**src/rtl/ssp_txfifo.sv**
```systemverilog
// ssp_txfifo: transmit byte FIFO between the APB slave decode and the serial
// transmit engine. The APB side pushes with PSEL & PWRITE. The engine pops the
// head byte through a valid/ready handshake.
// Latency: a push into an empty FIFO is visible on TxData/tx_valid one edge later.
// Backpressure: a push while full (and no pop in the same cycle) is dropped.
//
// Ports:
//   PCLK       clock, all state changes on the rising edge
//   CLEAR      synchronous active-high reset, overrides any push/pop that cycle
//   PSEL       APB select
//   PWRITE     APB write strobe; PSEL & PWRITE requests a push
//   PWDATA     byte to push
//   tx_ready   engine accepts the head byte this cycle
//   TxData     registered head-of-FIFO byte
//   tx_valid   registered, TxData holds a valid byte
//   SSPTXINTR  refill request, occupancy <= DEPTH/2
//   tx_level   current occupancy, 0..DEPTH
//   tx_overrun sticky overrun flag, present only with SSP_TXFIFO_OVERRUN_EN
//
// Optional feature macro: SSP_TXFIFO_OVERRUN_EN

module ssp_txfifo #(
   parameter int DEPTH = 4,
   parameter int DW    = 8,
   parameter int CW    = $clog2(DEPTH) + 1
) (
   input  logic          PCLK,
   input  logic          CLEAR,
   input  logic          PSEL,
   input  logic          PWRITE,
   input  logic [DW-1:0] PWDATA,
   input  logic          tx_ready,
   output logic [DW-1:0] TxData,
   output logic          tx_valid,
   output logic          SSPTXINTR,
   output logic [CW-1:0] tx_level
`ifdef SSP_TXFIFO_OVERRUN_EN
   ,
   output logic          tx_overrun
`endif
);

   localparam int AW = $clog2(DEPTH);
   localparam logic [CW-1:0] FULL_LVL = CW'(DEPTH);
   localparam logic [CW-1:0] HALF_LVL = CW'(DEPTH / 2);
   localparam logic [CW-1:0] ONE_LVL  = CW'(1);

   logic [DW-1:0] mem [DEPTH];
   logic [AW-1:0] wr_ptr;
   logic [AW-1:0] rd_ptr;
   logic [CW-1:0] count;

   logic          push_req;
   logic          pop;
   logic          push_acc;
   logic [AW-1:0] rd_nxt;
   logic [CW-1:0] count_nxt;
   logic [DW-1:0] txdata_nxt;
   logic          tx_valid_nxt;

   assign push_req = PSEL & PWRITE;
   assign pop      = tx_valid & tx_ready;
   // A pop frees a slot in the same cycle, so a full FIFO still takes a push.
   assign push_acc = push_req & ((count < FULL_LVL) | pop);
   assign rd_nxt   = rd_ptr + AW'(1);

   always_comb begin
      count_nxt = count;
      case ({push_acc, pop})
         2'b10:   count_nxt = count + ONE_LVL;
         2'b01:   count_nxt = count - ONE_LVL;
         default: count_nxt = count;
      endcase
   end

   // The head register is loaded from the next entry or straight from PWDATA.
   // This avoids a bubble cycle when the FIFO is empty or down to its last entry.
   always_comb begin
      txdata_nxt   = TxData;
      tx_valid_nxt = tx_valid;
      if (pop) begin
         if (count > ONE_LVL) begin
            txdata_nxt   = mem[rd_nxt];
            tx_valid_nxt = 1'b1;
         end else if (push_acc) begin
            txdata_nxt   = PWDATA;
            tx_valid_nxt = 1'b1;
         end else begin
            tx_valid_nxt = 1'b0;     // last byte leaves; TxData keeps its value
         end
      end else if (push_acc && (count == '0)) begin
         txdata_nxt   = PWDATA;
         tx_valid_nxt = 1'b1;
      end
   end

   always_ff @(posedge PCLK) begin
      if (CLEAR) begin
         wr_ptr   <= '0;
         rd_ptr   <= '0;
         count    <= '0;
         TxData   <= '0;
         tx_valid <= 1'b0;
         for (int i = 0; i < DEPTH; i++) begin
            mem[i] <= '0;
         end
      end else begin
         if (push_acc) begin
            mem[wr_ptr] <= PWDATA;
            wr_ptr      <= wr_ptr + AW'(1);
         end
         if (pop) begin
            rd_ptr <= rd_nxt;
         end
         count    <= count_nxt;
         TxData   <= txdata_nxt;
         tx_valid <= tx_valid_nxt;
      end
   end

   assign tx_level  = count;
   assign SSPTXINTR = (count <= HALF_LVL);

`ifdef SSP_TXFIFO_OVERRUN_EN
   always_ff @(posedge PCLK) begin
      if (CLEAR) begin
         tx_overrun <= 1'b0;
      end else if (push_req && (count == FULL_LVL) && !pop) begin
         tx_overrun <= 1'b1;
      end
   end
`endif

endmodule

```
**config.mk**
```make
export PLATFORM = sky130hd
export DESIGN_NAME = ssp_txfifo
export DESIGN_NICKNAME = d
export VERILOG_FILES = /design/src/rtl/ssp_txfifo.sv
export SDC_FILE = /design/constraint.sdc
export NUM_CORES = 1
export LEC_CHECK = 0
export CAP_MARGIN = 20
export CORE_UTILIZATION = 30
export CTS_CLUSTER_SIZE = 24
export DETAILED_ROUTE_END_ITERATION = 8
export SKIP_LAST_GASP = 1
export SYNTH_ARGS = -nofsm -noshare
export SYNTH_HDL_FRONTEND = slang
export SYNTH_SLANG_ARGS = --single-unit
export TNS_END_PERCENT = 100
```
**constraint.sdc**
```tcl
create_clock -name PCLK -period 2.45 [get_ports PCLK]
set_clock_uncertainty 0.2 [all_clocks]
set_input_delay 0.245 -clock PCLK [delete_from_list [all_inputs] [get_ports PCLK]]
set_output_delay 0.245 -clock PCLK [all_outputs]
set_load 0.005 [all_outputs]
```
==> out/metrics.yaml <==
cts:
  cts_hold_buf: 0
  h-tree-depth: 2
  cts_sinks: 48
  cts_resized: 0
  clk_pin_slew_worst_paths_ns: 0.09
  post_cts_buffers: 0
  cts_tree: "done"
  numCtsBuffers: 5
  cts-root-buf: "clkbuf_8"
  clock_latency_ns: 0.30
  clk_path_buf_depth: 2
global_route:
  antenna_found_initial: 0
  grt_max_degree: 17
  grt_pass1_wl_um: 7070
  overflow: 0
  grt_util_all_layers_pct: 11.3
  grt_pass1_vias: 1372
routing:
  wl_um: 4230
  wl_per_cell_um: 14.0
  drt_first_iter_violations: 75
  dr.pass1.iters: 4
  drtAntennaViolNets: 0
  vias_per_cell: 4.55
  drc: 0
  vias: 1379
yosys:
  syn_area_per_cell_um2: 13.8
  yosys_warnings: 0
  ys_top_cells_by_area: "edfxtp_1 (41%), dfxtp_1 (14%), mux4_1 (6.8%)"
  syn-num-nets: 187
  ys.flop_type: "edfxtp_1"
  synth_top_area_share_pct: 41.2
  ys_async_sr_fraction_pct: 0
  synth-edff-count: 32
  synth_seq_cells: 48
  synth_cell_types: 35
  yosysTopAreaCell: "edfxtp_1"
  yosysMostFrequentCell: "edfxtp_1"
  netlist_area_um2: 2330
  seq_area_frac_synth_pct: 54.9
  synthTopCellsByCount: "edfxtp_1 (32), and2_1 (24), dfxtp_1 (16)"
  synth_cells: 169
floorplanning:
  die_w_um: 90.2
  io_pins: 26
  start_util_pct: 31.6
  dieArea_um2: 8130
  fp-row-count: 31
  core_area_um2: 7370
  fp.dieH_um: 90.2
sta:
  min_period_ns: 2.04
  slew_viol_final: 0
  tns_ns: 0
  tightest_slew_ns: 0.543
  rsz0062_at_grt: "no"
  fmax_mhz: 491
  finalSetupViolations: 0
  maxSlewHeadroom_pct: 63.8
  fin_hold_ws_ns: 0.301
  finalCritPeriodShare_pct: 83.2
  hold_viol: 0
run_status:
  status: "finished clean"
power:
  leakagePower_nw: 1.11
  peakVddDrop_mv: 0.310
  p_per_area_nw_per_um2: 635
  power_mw: 1.78
critical_path:
  critPathCaptureType: "flop"
  path_cells: "clkdlybuf4s50_1, nand2_2, a21oi_1, inv_1, ha_1, nand2b_1, a2bb2oi_2, buf_4, nor2_1, a211oi_1"
  worst_ep_required_time_ns: 2.47
  crit_arrival_ns: 2.06
  crit_slowest_cell: "clkdlybuf4s50_1"
  critical_path_class: "in2reg"
  worstSetupStartpointType: "primary input"
  cpPeakStageDelay_ns: 0.49
  r2r_cells: 9
  crit_path_max_fanout: 16
cells_and_area:
  syn_to_final_growth_pct: 20.6
  diodes: 0
  final_area_um2: 2810
  layout.nets: 221
  post-route-util_pct: 38.2
  layout-drive-gt1-share_pct: 14.2
hold_path:
  hold_depth: 2
  min_path_type: "reg2reg"
placed_design:
  io_buffers: 25
  hpwl_um: 2900
  finalWeightedCongestion: 0.688
  place_area_um2: 2700
run:
  max-cap-violations: 0
==> final cells by class <==
cell class	instances	area, um2
Clock buffer	5	68.8
Clock inverter	3	42.5
Fill cell	724	4560
Inverter	5	18.8
Multi-Input combinational cell	108	952
Sequential cell	48	1280
Tap cell	99	124
Timing Repair Buffer	35	325
==> layer usage <==
| metal | global-route usage, % | vias up | part of all wire (%) | wire (um) |
|---|---|---|---|---|
| li1 | - | 689 | - | - |
| met1 | 14.5 | 656 | 44 | 1870 |
| met2 | 18.6 | 29 | 51 | 2140 |
| met3 | 3.13 | 5 | 4.6 | 193 |
| met4 | 2.82 | 0 | 0.64 | 27 |
| met5 | 0 | - | 0 | 0 |
==> through the flow <==
step,std cells,worst slack (ns)
detailed placement,295,0.0994
CTS,303,0.413
global placement,295,0.149
global route,303,0.202
floorplan,169,0.353
finish,303,0.412
==> worst max-delay path: cells and delay by family <==
family | cells | cell delay [ns]
compound gates | 3 | 0.55
fa+ha+maj | 1 | 0.23
simple gates | 3 | 0.28
buf+inv | 3 | 0.76
==> worst paths after layout <==
path	start	to	slack [ns]
hold reg to reg	TxData[3]	TxData[3]	0.30
hold / removal	TxData[3]	TxData[3]	0.30
setup reg to reg	tx_valid	TxData[4]	0.47
setup / recovery	tx_ready	TxData[4]	0.41
==> cell families (layout without fill, tap and decap cells) <==
kind of cell	after synthesis	count (layout)	synth area share, %
compound gates	24	24	8.96
xor+xnor	6	6	2.25
fa+ha+maj	5	5	2.68
buf+inv	13	48	4.24
flops	48	48	54.9
mux	17	17	12.6
simple gates	56	56	14.4
==> flip-flops by register name, indices dropped and copies added, names as in the netlist <==
name	cells
tx_valid	1
wr_ptr	2
rd_ptr	2
tx_level	3
mem	32
TxData	8
==> report_power, final <==
part	internal, mW	switching [mW]	total (mW)	leakage (nW)
Combinational	0.144	0.120	0.263	0.590
Sequential	0.918	0.0307	0.948	0.463
Clock	0.302	0.271	0.573	0.0541
==> placed cells by master (no fill, tap or decap), types with 5 or more instances in the layout <==
cell,n
clkdlybuf4s50_1,25
inv_1,5
clkbuf_8,5
ha_1,5
edfxtp_1,32
nor2_1,15
and3_1,9
mux2i_1,9
and2_1,24
dfxtp_1,16
a211oi_1,9
buf_4,10
mux4_1,6
Power figures use the tool's default switching activity.
